## config.mk

```make
export PLATFORM = sky130hd
export DESIGN_NAME = rf_wb_arbiter_flat
export DESIGN_NICKNAME = d
export VERILOG_FILES = /design/src/rtl/rf_wb_arbiter_pkg.sv /design/src/rtl/rf_wb_arbiter_if.sv /design/src/rtl/rf_wb_arbiter_aux_wb_fifo.sv /design/src/rtl/rf_wb_arbiter.sv /design/src/flat_wrapper.sv
export SDC_FILE = /design/constraint.sdc
export NUM_CORES = 1
export LEC_CHECK = 0
export ABC_CLOCK_PERIOD_IN_PS = 4500
export CAP_MARGIN = 15
export CORE_MARGIN = 2
export CORE_UTILIZATION = 68
export CTS_CLUSTER_DIAMETER = 40
export CTS_CLUSTER_SIZE = 28
export DETAILED_ROUTE_END_ITERATION = 8
export DONT_BUFFER_PORTS = 1
export PLACE_DENSITY = 0.84
export SETUP_SLACK_MARGIN = 0.05
export SYNTH_ARGS = -nofsm -noshare
export SYNTH_HDL_FRONTEND = slang
export SYNTH_HIERARCHICAL = 1
export SYNTH_SLANG_ARGS = --single-unit
```

## constraint.sdc

```tcl
create_clock -name clk -period 4.5 [get_ports clk]
set_input_delay 0.225 -clock clk [delete_from_list [all_inputs] [get_ports clk]]
set_output_delay 0.225 -clock clk [all_outputs]
set_load 0.01 [all_outputs]
```

## src/rtl/rf_wb_arbiter_pkg.sv

```systemverilog
// ----------------------------------------------------------------------------
// rf_wb_arbiter_pkg
// Shared definitions for the register-file write-back arbiter: register
// address/data widths, default FIFO depth and starvation limit, stall-bus
// encodings, the FIFO entry layout and the grant encoding.
// ----------------------------------------------------------------------------
package rf_wb_arbiter_pkg;

    localparam int REG_ADDR_W           = 5;
    localparam int DATA_W               = 32;
    localparam int DEFAULT_DEPTH        = 4;
    localparam int DEFAULT_STARVE_LIMIT = 8;

    // Stall-bus encodings driven onto stallreq_wb.
    localparam logic STALL_NONE = 1'b0;
    localparam logic STALL_HOLD = 1'b1;

    typedef logic [REG_ADDR_W-1:0] reg_addr_t;
    typedef logic [DATA_W-1:0]     reg_data_t;

    // One pending out-of-band result. live=0 means a newer pipe write to
    // the same register has superseded it; it is dropped when it reaches
    // the head.
    typedef struct packed {
        logic      live;
        reg_addr_t waddr;
        reg_data_t wdata;
    } fifo_entry_t;

    typedef enum logic [1:0] {
        GRANT_NONE = 2'd0,
        GRANT_PIPE = 2'd1,
        GRANT_AUX  = 2'd2
    } grant_e;

    // r0 is hard-wired zero, so a write to it is not a real GPR write.
    function automatic logic is_gpr_write(input logic we, input reg_addr_t addr);
        return we && (addr != '0);
    endfunction

endpackage

```

## src/rtl/rf_wb_arbiter_if.sv

```systemverilog
// ----------------------------------------------------------------------------
// rf_wb_arbiter_if
// Bundles the WB-stage write port, the out-of-band (aux) result port, the
// register-file write port and the stall request.
//   master : the pipeline/environment side (drives pipe_* and aux_*)
//   slave  : the arbiter (drives aux_ready, rf_*, stallreq_wb)
// ----------------------------------------------------------------------------
interface rf_wb_arbiter_if;
    import rf_wb_arbiter_pkg::*;

    logic      pipe_we;
    reg_addr_t pipe_waddr;
    reg_data_t pipe_wdata;

    logic      aux_valid;
    reg_addr_t aux_waddr;
    reg_data_t aux_wdata;
    logic      aux_ready;

    logic      rf_we;
    reg_addr_t rf_waddr;
    reg_data_t rf_wdata;

    logic      stallreq_wb;

    modport master (
        output pipe_we, pipe_waddr, pipe_wdata,
        output aux_valid, aux_waddr, aux_wdata,
        input  aux_ready,
        input  rf_we, rf_waddr, rf_wdata,
        input  stallreq_wb
    );

    modport slave (
        input  pipe_we, pipe_waddr, pipe_wdata,
        input  aux_valid, aux_waddr, aux_wdata,
        output aux_ready,
        output rf_we, rf_waddr, rf_wdata,
        output stallreq_wb
    );

endinterface

```

## src/rtl/rf_wb_arbiter_aux_wb_fifo.sv

```systemverilog
// ----------------------------------------------------------------------------
// aux_wb_fifo
// Queue of pending out-of-band register writes with a per-entry squash
// compare: when squash_en is high every entry whose waddr matches
// squash_addr has its live bit cleared on the next edge.
// Ports:
//   clk, rst                 clock, synchronous active-high reset
//   push, push_waddr/wdata   enqueue a live entry (caller guarantees !full)
//   pop                      dequeue the head (caller guarantees head_valid)
//   squash_en, squash_addr   kill queued entries targeting squash_addr
//   full                     DEPTH entries held
//   head_valid               at least one entry held
//   head_live/waddr/wdata    contents of the oldest entry
// DEPTH must be a power of two so the pointers wrap by overflow.
// ----------------------------------------------------------------------------
module aux_wb_fifo
    import rf_wb_arbiter_pkg::*;
#(
    parameter int DEPTH = DEFAULT_DEPTH
) (
    input  logic      clk,
    input  logic      rst,
    input  logic      push,
    input  reg_addr_t push_waddr,
    input  reg_data_t push_wdata,
    input  logic      pop,
    input  logic      squash_en,
    input  reg_addr_t squash_addr,
    output logic      full,
    output logic      head_valid,
    output logic      head_live,
    output reg_addr_t head_waddr,
    output reg_data_t head_wdata
);

    localparam int PTR_W = $clog2(DEPTH);
    localparam int CNT_W = $clog2(DEPTH + 1);

    typedef logic [PTR_W-1:0] ptr_t;
    typedef logic [CNT_W-1:0] cnt_t;

    ptr_t wr_ptr_reg;
    ptr_t rd_ptr_reg;
    cnt_t count_reg;

    // Flat view of all entries so the head can be selected by pointer.
    fifo_entry_t entry_view [DEPTH];

    // Each entry is its own register so the squash compare runs on all of
    // them in parallel every cycle.
    for (genvar gi = 0; gi < DEPTH; gi++) begin : g_entry
        fifo_entry_t entry_reg;
        logic        push_here;
        logic        squash_here;

        assign push_here   = push && (wr_ptr_reg == ptr_t'(gi));
        assign squash_here = squash_en && (entry_reg.waddr == squash_addr);

        // A slot being pushed is free, so push takes priority over squash
        // without losing anything; the caller already filters pushes that
        // collide with the current pipe write.
        always_ff @(posedge clk) begin
            if (rst) begin
                entry_reg <= '0;
            end else if (push_here) begin
                entry_reg <= '{live: 1'b1, waddr: push_waddr, wdata: push_wdata};
            end else if (squash_here) begin
                entry_reg.live <= 1'b0;
            end
        end

        assign entry_view[gi] = entry_reg;
    end

    always_ff @(posedge clk) begin
        if (rst) begin
            wr_ptr_reg <= '0;
            rd_ptr_reg <= '0;
            count_reg  <= '0;
        end else begin
            if (push) begin
                wr_ptr_reg <= wr_ptr_reg + ptr_t'(1);
            end
            if (pop) begin
                rd_ptr_reg <= rd_ptr_reg + ptr_t'(1);
            end
            case ({push, pop})
                2'b10:   count_reg <= count_reg + cnt_t'(1);
                2'b01:   count_reg <= count_reg - cnt_t'(1);
                default: count_reg <= count_reg;
            endcase
        end
    end

    assign full       = (count_reg == cnt_t'(DEPTH));
    assign head_valid = (count_reg != '0);
    assign head_live  = entry_view[rd_ptr_reg].live;
    assign head_waddr = entry_view[rd_ptr_reg].waddr;
    assign head_wdata = entry_view[rd_ptr_reg].wdata;

endmodule

```

## src/rtl/rf_wb_arbiter.sv

```systemverilog
// ----------------------------------------------------------------------------
// rf_wb_arbiter
// Merges WB-stage GPR writes with out-of-band (divider / long-latency)
// results onto the single register-file write port. The pipe always wins;
// aux results wait in aux_wb_fifo and are written when the pipe is idle.
// A queued result that a newer pipe write supersedes is squashed. If a live
// head waits STARVE_LIMIT cycles, stallreq_wb asks the stall controller to
// open a gap in the pipe.
// Ports:
//   clk, rst      clock, synchronous active-high reset
//   bus (slave)   pipe_* in, aux_* in / aux_ready out, rf_* out,
//                 stallreq_wb out
// rf_* and stallreq_wb are registered: a grant made in cycle N shows up on
// rf_* in cycle N+1.
// ----------------------------------------------------------------------------
module rf_wb_arbiter
    import rf_wb_arbiter_pkg::*;
#(
    parameter int DEPTH        = DEFAULT_DEPTH,
    parameter int STARVE_LIMIT = DEFAULT_STARVE_LIMIT
) (
    input  logic           clk,
    input  logic           rst,
    rf_wb_arbiter_if.slave bus
);

    localparam int STARVE_W = $clog2(STARVE_LIMIT + 1);
    typedef logic [STARVE_W-1:0] starve_t;

    logic      fifo_full;
    logic      head_valid;
    logic      head_live;
    reg_addr_t head_waddr;
    reg_data_t head_wdata;

    grant_e    grant;
    logic      pipe_grant;
    logic      aux_grant;
    logic      aux_ready;
    logic      fifo_push;
    logic      fifo_pop;

    logic      rf_we_reg,     rf_we_next;
    reg_addr_t rf_waddr_reg,  rf_waddr_next;
    reg_data_t rf_wdata_reg,  rf_wdata_next;
    starve_t   starve_cnt_reg, starve_cnt_next;
    logic      stallreq_reg,  stallreq_next;

    aux_wb_fifo #(
        .DEPTH (DEPTH)
    ) u_fifo (
        .clk         (clk),
        .rst         (rst),
        .push        (fifo_push),
        .push_waddr  (bus.aux_waddr),
        .push_wdata  (bus.aux_wdata),
        .pop         (fifo_pop),
        .squash_en   (pipe_grant),
        .squash_addr (bus.pipe_waddr),
        .full        (fifo_full),
        .head_valid  (head_valid),
        .head_live   (head_live),
        .head_waddr  (head_waddr),
        .head_wdata  (head_wdata)
    );

    // Ready depends only on occupancy, never on a same-cycle pop, so it
    // has no combinational path from the grant logic.
    assign aux_ready = !fifo_full;

    // Only registered FIFO state feeds the aux grant, so an entry pushed
    // this cycle cannot be granted before the next one.
    always_comb begin
        grant = GRANT_NONE;
        if (is_gpr_write(bus.pipe_we, bus.pipe_waddr)) begin
            grant = GRANT_PIPE;
        end else if (head_valid && head_live) begin
            grant = GRANT_AUX;
        end
    end

    assign pipe_grant = (grant == GRANT_PIPE);
    assign aux_grant  = (grant == GRANT_AUX);

    // r0 results and results already superseded by this cycle's pipe write
    // complete the handshake but are dropped instead of queued.
    assign fifo_push = bus.aux_valid && aux_ready
                    && (bus.aux_waddr != '0)
                    && !(pipe_grant && (bus.aux_waddr == bus.pipe_waddr));

    // Dead heads drain every cycle, even under a pipe write, so they never
    // hold up the live entries behind them.
    assign fifo_pop = head_valid && (!head_live || aux_grant);

    always_comb begin
        rf_we_next    = 1'b0;
        rf_waddr_next = '0;
        rf_wdata_next = '0;
        case (grant)
            GRANT_PIPE: begin
                rf_we_next    = 1'b1;
                rf_waddr_next = bus.pipe_waddr;
                rf_wdata_next = bus.pipe_wdata;
            end
            GRANT_AUX: begin
                rf_we_next    = 1'b1;
                rf_waddr_next = head_waddr;
                rf_wdata_next = head_wdata;
            end
            default: begin
            end
        endcase
    end

    // Starvation counter: counts cycles a live head is passed over and
    // saturates so the stall request stays asserted until the head drains.
    always_comb begin
        starve_cnt_next = starve_cnt_reg;
        if (!(head_valid && head_live) || aux_grant) begin
            starve_cnt_next = '0;
        end else if (starve_cnt_reg != starve_t'(STARVE_LIMIT)) begin
            starve_cnt_next = starve_cnt_reg + starve_t'(1);
        end
        stallreq_next = (starve_cnt_next == starve_t'(STARVE_LIMIT)) ? STALL_HOLD : STALL_NONE;
    end

    always_ff @(posedge clk) begin
        if (rst) begin
            rf_we_reg      <= 1'b0;
            rf_waddr_reg   <= '0;
            rf_wdata_reg   <= '0;
            starve_cnt_reg <= '0;
            stallreq_reg   <= STALL_NONE;
        end else begin
            rf_we_reg      <= rf_we_next;
            rf_waddr_reg   <= rf_waddr_next;
            rf_wdata_reg   <= rf_wdata_next;
            starve_cnt_reg <= starve_cnt_next;
            stallreq_reg   <= stallreq_next;
        end
    end

    assign bus.aux_ready   = aux_ready;
    assign bus.rf_we       = rf_we_reg;
    assign bus.rf_waddr    = rf_waddr_reg;
    assign bus.rf_wdata    = rf_wdata_reg;
    assign bus.stallreq_wb = stallreq_reg;

endmodule

```

## src/flat_wrapper.sv

```systemverilog
// flat-port wrapper written by rule: the top's interface ports become plain ports
module rf_wb_arbiter_flat import rf_wb_arbiter_pkg::*;
#(
    parameter int DEPTH        = DEFAULT_DEPTH,
    parameter int STARVE_LIMIT = DEFAULT_STARVE_LIMIT
)
  (clk, rst, bus_pipe_we, bus_pipe_waddr, bus_pipe_wdata, bus_aux_valid, bus_aux_waddr, bus_aux_wdata, bus_aux_ready, bus_rf_we, bus_rf_waddr, bus_rf_wdata, bus_stallreq_wb);
  rf_wb_arbiter_if bus_i ();
  input  logic clk;
  input  logic rst;
  input wire logic [$bits(bus_i.pipe_we)-1:0] bus_pipe_we;
  input wire logic [$bits(bus_i.pipe_waddr)-1:0] bus_pipe_waddr;
  input wire logic [$bits(bus_i.pipe_wdata)-1:0] bus_pipe_wdata;
  input wire logic [$bits(bus_i.aux_valid)-1:0] bus_aux_valid;
  input wire logic [$bits(bus_i.aux_waddr)-1:0] bus_aux_waddr;
  input wire logic [$bits(bus_i.aux_wdata)-1:0] bus_aux_wdata;
  output wire logic [$bits(bus_i.aux_ready)-1:0] bus_aux_ready;
  output wire logic [$bits(bus_i.rf_we)-1:0] bus_rf_we;
  output wire logic [$bits(bus_i.rf_waddr)-1:0] bus_rf_waddr;
  output wire logic [$bits(bus_i.rf_wdata)-1:0] bus_rf_wdata;
  output wire logic [$bits(bus_i.stallreq_wb)-1:0] bus_stallreq_wb;
  assign bus_i.pipe_we = bus_pipe_we;
  assign bus_i.pipe_waddr = bus_pipe_waddr;
  assign bus_i.pipe_wdata = bus_pipe_wdata;
  assign bus_i.aux_valid = bus_aux_valid;
  assign bus_i.aux_waddr = bus_aux_waddr;
  assign bus_i.aux_wdata = bus_aux_wdata;
  assign bus_aux_ready = bus_i.aux_ready;
  assign bus_rf_we = bus_i.rf_we;
  assign bus_rf_waddr = bus_i.rf_waddr;
  assign bus_rf_wdata = bus_i.rf_wdata;
  assign bus_stallreq_wb = bus_i.stallreq_wb;
  rf_wb_arbiter #(.DEPTH(DEPTH), .STARVE_LIMIT(STARVE_LIMIT)) u_core (.clk(clk), .rst(rst), .bus(bus_i));
endmodule
```

==> summary.md, run 1 <==
| Metric | Value |
|---|---|
| Root Driver | `clkbuf_16` |
| GRT overflow | `0` |
| Worst path required time | `4.95 ns` |
| Most frequent cells in the layout | `nand2_1, dfxtp_1, a21oi_1, dlygate4sd3_1, mux4_2` |
| Syn Area/Cell | `8.93 sq um` |
| Post-DP HPWL | `11.2 mm` |
| PwrDens | `495 nW/um^2` |
| Largest net degree at the start of global routing | `196` |
| Share of power burned in registers | `40.4%` |
| Width of the die | `117 um` |
| Vias in the first global route | `7191` |
| Final nets | `1096` |
| WS Path Type | `reg -> reg` |
| Hold slack | `0.0144 ns` |
| Most common cell after layout, fill and taps aside | `nand2_1` |
| Die area | `13600 sq um` |
| GRT Total Usage | `32.3%` |
| Total Wirelength | `22.2 mm` |
| Seq/Total Area, Yosys | `46.8%` |
| CTS Buf Count | `25` |
| Via/cell ratio | `5.95` |
| Critical-path cell list | `nor3b_1, inv_1, o211ai_1, a31oi_1, buf_4, nand2_2, nand2_1, a21oi_1, dlygate4sd3_1` |
| Total of warnings raised by yosys | `6` |
| Placer Congestion | `0.840` |
| Proportion of power drawn by combinational gates | `20.1%` |
| Ratio of cells with drive above 1 in the final layout | `9.73%` |
| Via count | `7147` |
| Ys async rst share | `0%` |
| Initial antenna violation count | `1` |
| Switching power total | `1530 uW` |
| Worst-skew pair later-pin latency | `0.51 ns` |
| Fin Setup TNS | `0 ns` |
| Cell Int Power | `3500 uW` |
| Post-Synthesis Cells | `968` |
| Worst setup EP type | `register` |
| DRT Pass-1 Iters | `5` |
| Post-DP Area | `8530 sq um` |
| Outcome | `finished, final reports clean` |
| Fin. Hold Viols | `0` |
| WL/cell | `18.4 um` |
| Std-Cell Core Area | `12500 sq um` |
| Rel. slew slack | `35.7%` |
| Sw Share | `30.4%` |
| Clk_skew | `0.0179 ns` |
| Site Rows | `41` |
| Worst vdd ir | `0.321 mV` |
| Finished Cell Area | `10200 sq um` |
| Min Tclk post-route | `2.87 ns` |
| Max-cap violation count | `0` |
| Leak | `0.00367 uW` |
| Slew Viols, Final | `0` |
| Crit path max fanout | `37` |
| Clock power share | `39.5%` |
| FMAX | `348 MHz` |
| Worst-margin pin slew | `0.961 ns` |
| Worst-path clk slew | `0.07 ns` |
| Syn Std Cell Area | `8650 sq um` |
| Global-route wire length before repair | `35.1 mm` |
| CP arrival | `3.32 ns` |
| CP startpoint kind | `register` |
| # IOs | `118` |
| Antenna viol nets, final | `0` |
| CTS H-tree lvls | `1` |
| Area Growth Syn to Fin | `17.5%` |
| Final period utilization | `63.8%` |
| Initial Util | `69.1%` |
| Setup Viol. Count Final | `0` |
| Post-synthesis net count | `1054` |
| Number of flip-flops in the largest register | `152` |
| CTS tree | `yes` |
| Port Buffer Count | `0` |
| Crit path max-delay family | `simple AND/OR/NAND/NOR gates` |
| Crit path max-delay cell type | `nand2_2` |
| Iteration-0 DRC count of the detailed router | `714` |
| Ys flop type | `dfxtp_1` |
| FF+latch count, synth | `202` |
| Crit-path max cell delay | `0.67 ns` |
| DIE HEIGHT | `117 um` |
| Hold crit path type | `in -> reg` |
| Cell variety after synth | `43` |
| Critical path buffer and inverter count | `3` |
| Post-synth EDFFs | `0` |
| RSZ-0062 raised after global routing | `no` |
| CTS max path bufs | `3` |
| Number of clock sinks | `202` |
| # DRC | `0` |
## worst paths after layout
check                                             startpoint                           end  slack, ns  depth (start not counted)
worst min-delay path                                     rst      u_core/starve_cnt_reg[0]       0.01                          2
worst min register to register  u_core/u_fifo/entry_view[78]  u_core/u_fifo/entry_view[78]       0.45                          2
worst max-delay path              u_core/u_fifo/count_reg[0]  u_core/u_fifo/entry_view[31]       1.63                          9
worst max register to register    u_core/u_fifo/count_reg[0]  u_core/u_fifo/entry_view[31]       1.63                          9
## cell families (layout without fill, tap and decap cells)
family | Yosys count | count (layout) | share of synthesized area [%]
XOR/XNOR | 32 | 32 | 3.24
flip-flops | 202 | 202 | 46.8
multiplexers | 72 | 72 | 13.8
other | 0 | 1 | 0
AO/OA/AOI/OAI | 168 | 168 | 10.3
AND/OR/NAND/NOR | 412 | 412 | 19.9
buffers and inverters | 74 | 134 | 4.69
adder cells (fa/ha/maj) | 8 | 8 | 1.24
## cells in the mapped netlist, types with 2 or more instances
library cell / number / area, sq um
nor3_1: 3 / 15.0
nand2_2: 4 / 25.0
dfxtp_1: 202 / 4040
a32o_1: 2 / 20.0
xnor2_1: 4 / 35.0
ha_1: 7 / 87.6
nor2_1: 15 / 56.3
and2_4: 3 / 26.3
mux4_2: 38 / 856
clkbuf_1: 20 / 75.1
or4_1: 2 / 15.0
nand2b_1: 33 / 206
a21oi_1: 149 / 746
inv_1: 6 / 22.5
nand2_1: 333 / 1250
nor4_1: 5 / 31.3
o21ai_1: 3 / 15.0
buf_1: 6 / 22.5
nand3b_1: 6 / 45.0
buf_2: 24 / 120
o21ai_0: 2 / 10.0
a311oi_1: 4 / 35.0
xor2_1: 28 / 245
buf_6: 9 / 101
or3_1: 2 / 12.5
buf_4: 8 / 60.1
mux2i_1: 34 / 340
## routing by layer
layer	vias up	global-route usage (%)	share of wire [%]
met4	0	13.5	2.9
met1	3375	40.4	39
met2	370	55.2	50
met5	-	0	0
met3	77	5.97	8.4
li1	3325	-	-
## through the flow
step | instances | utilization, % | setup WS (ns) | total power [uW]
detailed placement | 1078 | 68.2 | 1.75 | 2940
finish | 1201 | 81.1 | 1.63 | 5030
global route | 1201 | 81.1 | 1.52 | 5210
global placement | 1078 | 68.2 | 1.81 | 2920
CTS | 1200 | 81.1 | 1.76 | 5020
floorplan | 968 | - | 1.70 | 2810
## final cells by class
cell class                      count  area (sq um)
Timing Repair Buffer               82           826
Antenna cell                        1          2.50
Tap cell                          172           215
Inverter                            7          26.3
Sequential cell                   202          4050
Multi-Input combinational cell    692          4210
Clock inverter                     17           176
Fill cell                         777          2360
Clock buffer                       28           657
## worst reg2reg max path, cell delays in order, from the launching register on
cell and delay [ns]:
dfxtp_1 0.36, nor3b_1 0.29, inv_1 0.17, o211ai_1 0.16, a31oi_1 0.07, buf_4 0.20
nand2_2 0.68, nand2_1 0.14, a21oi_1 0.17, dlygate4sd3_1 0.58
## timing repair
item	CTS	global route
hold endpoints to repair	197	0
setup buffers	0	0
resized for setup	0	0
hold buffers	77	0
## power by group through the flow
| stage | clock (uW) | combinational [uW] | sequential, uW |
|---|---|---|---|
| 4_1_cts | 2000 | 986 | 2030 |
| 5_1_grt | 2080 | 1080 | 2050 |
| 6_report | 1990 | 1010 | 2030 |
| 3_5_place_dp | 0 | 876 | 2070 |
| 2_1_floorplan | 0 | 763 | 2050 |
| 3_3_place_gp | 0 | 857 | 2060 |
Note: power is estimated with default switching activity, not from simulation.
==> inputs of run 2 (changes only) <==
--- a/config.mk
+++ b/config.mk
@@ -5,15 +5,16 @@
 export SDC_FILE = /design/constraint.sdc
 export NUM_CORES = 1
 export LEC_CHECK = 0
-export ABC_CLOCK_PERIOD_IN_PS = 4500
+export ABC_AREA = 1
+export ABC_CLOCK_PERIOD_IN_PS = 2810
 export CAP_MARGIN = 15
 export CORE_MARGIN = 2
-export CORE_UTILIZATION = 68
+export CORE_UTILIZATION = 64
 export CTS_CLUSTER_DIAMETER = 40
 export CTS_CLUSTER_SIZE = 28
 export DETAILED_ROUTE_END_ITERATION = 8
 export DONT_BUFFER_PORTS = 1
-export PLACE_DENSITY = 0.84
+export PLACE_DENSITY = 0.8
 export SETUP_SLACK_MARGIN = 0.05
 export SYNTH_ARGS = -nofsm -noshare
 export SYNTH_HDL_FRONTEND = slang
==> constraint.sdc (replaced) <==
create_clock -name clk -period 2.81 [get_ports clk]
set_input_delay 0.1405 -clock clk [delete_from_list [all_inputs] [get_ports clk]]
set_output_delay 0.1405 -clock clk [all_outputs]
set_load 0.01 [all_outputs]
==> summary.md, run 2 <==
| Metric | Value |
|---|---|
| Worst-margin pin slew | `0.798 ns (-0.163 ns)` |
| # DRC | `0 (unchanged)` |
| Most frequent cells in the layout | `nand2_1, dfxtp_1, a21oi_1, nor2_1, dlygate4sd3_1` |
| Fin Setup TNS | `0 ns (unchanged)` |
| Ys async rst share | `0% (unchanged)` |
| Min Tclk post-route | `2.61 ns (-0.265 ns)` |
| Most common cell in the netlist | `nand2_1` |
| Cell variety after synth | `32 (-26%)` |
| Max-cap violation count | `0 (unchanged)` |
| Final nets | `1389 (+27%)` |
| Syn Std Cell Area | `9360 sq um (+8.2%)` |
| Initial antenna violation count | `0 (-1)` |
| Std-Cell Core Area | `14400 sq um (+15%)` |
| Met2 Use GR | `58.4% (+3.3 points)` |
| RSZ-0062 raised after global routing | `yes` |
| GRT overflow | `0 (unchanged)` |
| Setup Viol. Count Final | `0 (unchanged)` |
| FMAX | `384 MHz (+10%)` |
| Outcome | `finished, final reports clean` |
| Die area | `15600 sq um (+14%)` |
| Synth top area share | `43.2% (-3.5 points)` |
| Via/cell ratio | `6.02 (+1.2%)` |
| Clk_skew | `0.00922 ns (-0.00868 ns)` |
| Layout Utilization | `78.9% (-2.3 points)` |
| Worst setup EP type | `register` |
| Gr busiest metal | `met2` |
| Ratio of cells with drive above 1 in the final layout | `11.5% (+1.7 points)` |
| CP startpoint kind | `register` |
| Slew Viols, Final | `0 (unchanged)` |
| Total Wirelength | `27.8 mm (+25%)` |
| Synth area leaders | `dfxtp_1, nand2_1, a21oi_1, nor2_1, nand3_2` |
| Ys flop type | `dfxtp_1` |
| Iteration-0 DRC count of the detailed router | `981 (+37%)` |
| Number of flip-flops in the largest register | `152 (unchanged)` |
| Final period utilization | `92.7% (+29 points)` |
| Global-route wire length before repair | `44.5 mm (+27%)` |
| Met1 Use GR | `43.3% (+2.9 points)` |
| Placer Congestion | `0.883 (+5.2%)` |
| Multi-input logic area | `4480 sq um (+6.5%)` |
| Share of power burned in registers | `33.7% (-6.7 points)` |
| Seq. cell area | `4050 sq um (about the same)` |
| Sw Share | `31.6% (+1.2 points)` |
| N_diodes | `0 (-1)` |
| CTS tree | `yes` |
| Via count | `9085 (+27%)` |
| DRT Pass-1 Iters | `8 (+3)` |
| Post-synthesis net count | `1324 (+26%)` |
| Proportion of power drawn by combinational gates | `24.3% (+4.2 points)` |
| # IOs | `118 (unchanged)` |
| Site Rows | `44 (+7.3%)` |
| WS Path Type | `reg -> reg` |
| CTS H-tree lvls | `1 (unchanged)` |
| Crit path max fanout | `44 (+19%)` |
| CP arrival | `3.08 ns (-0.24 ns)` |
| WL/cell | `18.4 um (-0.21%)` |
| Commonest cells post-synth | `nand2_1, dfxtp_1, a21oi_1` |
| M3 GR Usage | `7.52% (+1.5 points)` |
| Initial Util | `64.9% (-4.2 points)` |
| Root Driver | `clkbuf_16` |
| PwrDens | `865 nW/um^2 (+75%)` |
| Post-synth EDFFs | `0 (unchanged)` |
| Hold crit path type | `in -> reg` |
| Clock power share | `42.0% (+2.5 points)` |
| Fin. Hold Viols | `0 (unchanged)` |
| CTS Buf Count | `28 (+12%)` |
| Total of warnings raised by yosys | `6 (unchanged)` |
| Switching power total | `3110 uW (+100%)` |
| Worst-path clk slew | `0.05 ns (-0.02 ns)` |
| Vias in the first global route | `8929 (+24%)` |
| Fill count | `969 (+25%)` |
| Most common cell after layout, fill and taps aside | `nand2_1` |
| Post-Synthesis Cells | `1238 (+28%)` |
| Cell Int Power | `6730 uW (+92%)` |
| Leak | `0.00433 uW (+18%)` |
| FF+latch count, synth | `202 (unchanged)` |
| GRT Total Usage | `34.5% (+2.2 points)` |
| Worst path required time | `3.28 ns (-1.67 ns)` |
| Rel. slew slack | `46.6% (+11 points)` |
| CTS max path bufs | `3 (unchanged)` |
| Area Growth Syn to Fin | `21.6%` |
| Largest net degree at the start of global routing | `138 (-30%)` |
| Worst vdd ir | `0.712 mV (+120%)` |
| DIE HEIGHT | `125 um (+7.0%)` |
| Seq/Total Area, Yosys | `43.2% (-3.5 points)` |
| Post-DP HPWL | `13.1 mm (+17%)` |
| Number of clock sinks | `202 (unchanged)` |
| Post-synth top area cell | `dfxtp_1` |
| Worst-skew pair later-pin latency | `0.53 ns (+0.02 ns)` |
| Syn Area/Cell | `7.56 sq um (-15%)` |
| Width of the die | `125 um (+7.0%)` |
| Port Buffer Count | `0 (unchanged)` |
| Antenna viol nets, final | `0 (unchanged)` |
## run 2: cell types whose count changed in the layout (fill, tap and decap cells not counted), moves of 33 or more
cell           delta
a21oi_2          +38
dlygate4sd3_1    +39
inv_1            +39
mux2i_1          -34
mux4_2           -38
nand2b_1         -33
nand3_1          +44
nand3_2          +37
nor2_1          +104
o21ai_0          +65
o22ai_1          +33
## run 2: per-stage QoR
stage | power [uW] | cells | cell area (sq um) | setup slack [ns] | hold WS (ns)
floorplan | 5120 | 1238 | 9360 | 0.596 | 0.283
global route | 10200 | 1509 | 11400 | 0.0414 | 0.0264
CTS | 9740 | 1509 | 11300 | 0.169 | 0.00151
global placement | 5380 | 1341 | 9050 | 0.690 | 0.219
finish | 9840 | 1509 | 11400 | 0.205 | 0.00407
detailed placement | 5410 | 1341 | 9050 | 0.644 | 0.221
## run 2: worst paths after layout
kind / start / endpoint / slack (ns) / depth (start not counted)
min: bus_pipe_waddr[4] / u_core/u_fifo/entry_view[151] / 0.004 / 6
min reg2reg: u_core/u_fifo/entry_view[77] / u_core/u_fifo/entry_view[77] / 0.46 / 2
max reg2reg: u_core/u_fifo/count_reg[0] / u_core/u_fifo/entry_view[8] / 0.20 / 10
max: u_core/u_fifo/count_reg[0] / u_core/u_fifo/entry_view[8] / 0.20 / 10
## run 2: what timing repair did
action	in CTS	in global routing
gates resized for setup	0	10
buffers inserted	0	0
setup endpoints to repair	0	26
endpoints found under the hold margin	202	0
hold buffers	116	0
## run 2: cell families after synthesis
group | after synthesis | share of synthesized area [%]
compound gates | 315 | 19.3
xor+xnor | 4 | 0.374
fa+ha+maj | 8 | 1.15
buf+inv | 141 | 8.93
flops | 202 | 43.2
simple gates | 568 | 27.0
## run 2: worst max-delay path, stage by stage, from the launching register on
cell and delay (ns):
dfxtp_1 0.41, nor3_1 0.08, inv_1 0.15, nand3_1 0.11, a21oi_2 0.15, buf_4 0.27
nand2_8 0.28, clkinv_8 0.27, nand2_1 0.10, a21oi_1 0.15, dlygate4sd3_1 0.56
## run 2: area by class of cell
class | instances | share of cell area (%)
multi-input cells | 895 | 39.4
flip-flops and latches | 202 | 35.6
repair buffers | 125 | 11.1
clock buffers | 33 | 6.86
clock inverters | 19 | 2.93
inverters | 51 | 2.18
well taps | 184 | 2.02
## run 2: routing by layer
metal,vias to the layer above,wire [um]
met5,-,0
met4,0,835
met3,88,2480
met2,488,13600
met1,4292,10900
li1,4217,-
## run 2: power groups by stage
stage               clock (uW)  sequential (uW)  combinational [uW]
floorplan                    0             3320                1800
global placement             0             3360                2020
detailed placement           0             3360                2050
CTS                       4150             3310                2280
global route              4270             3340                2600
finish                    4140             3320                2390
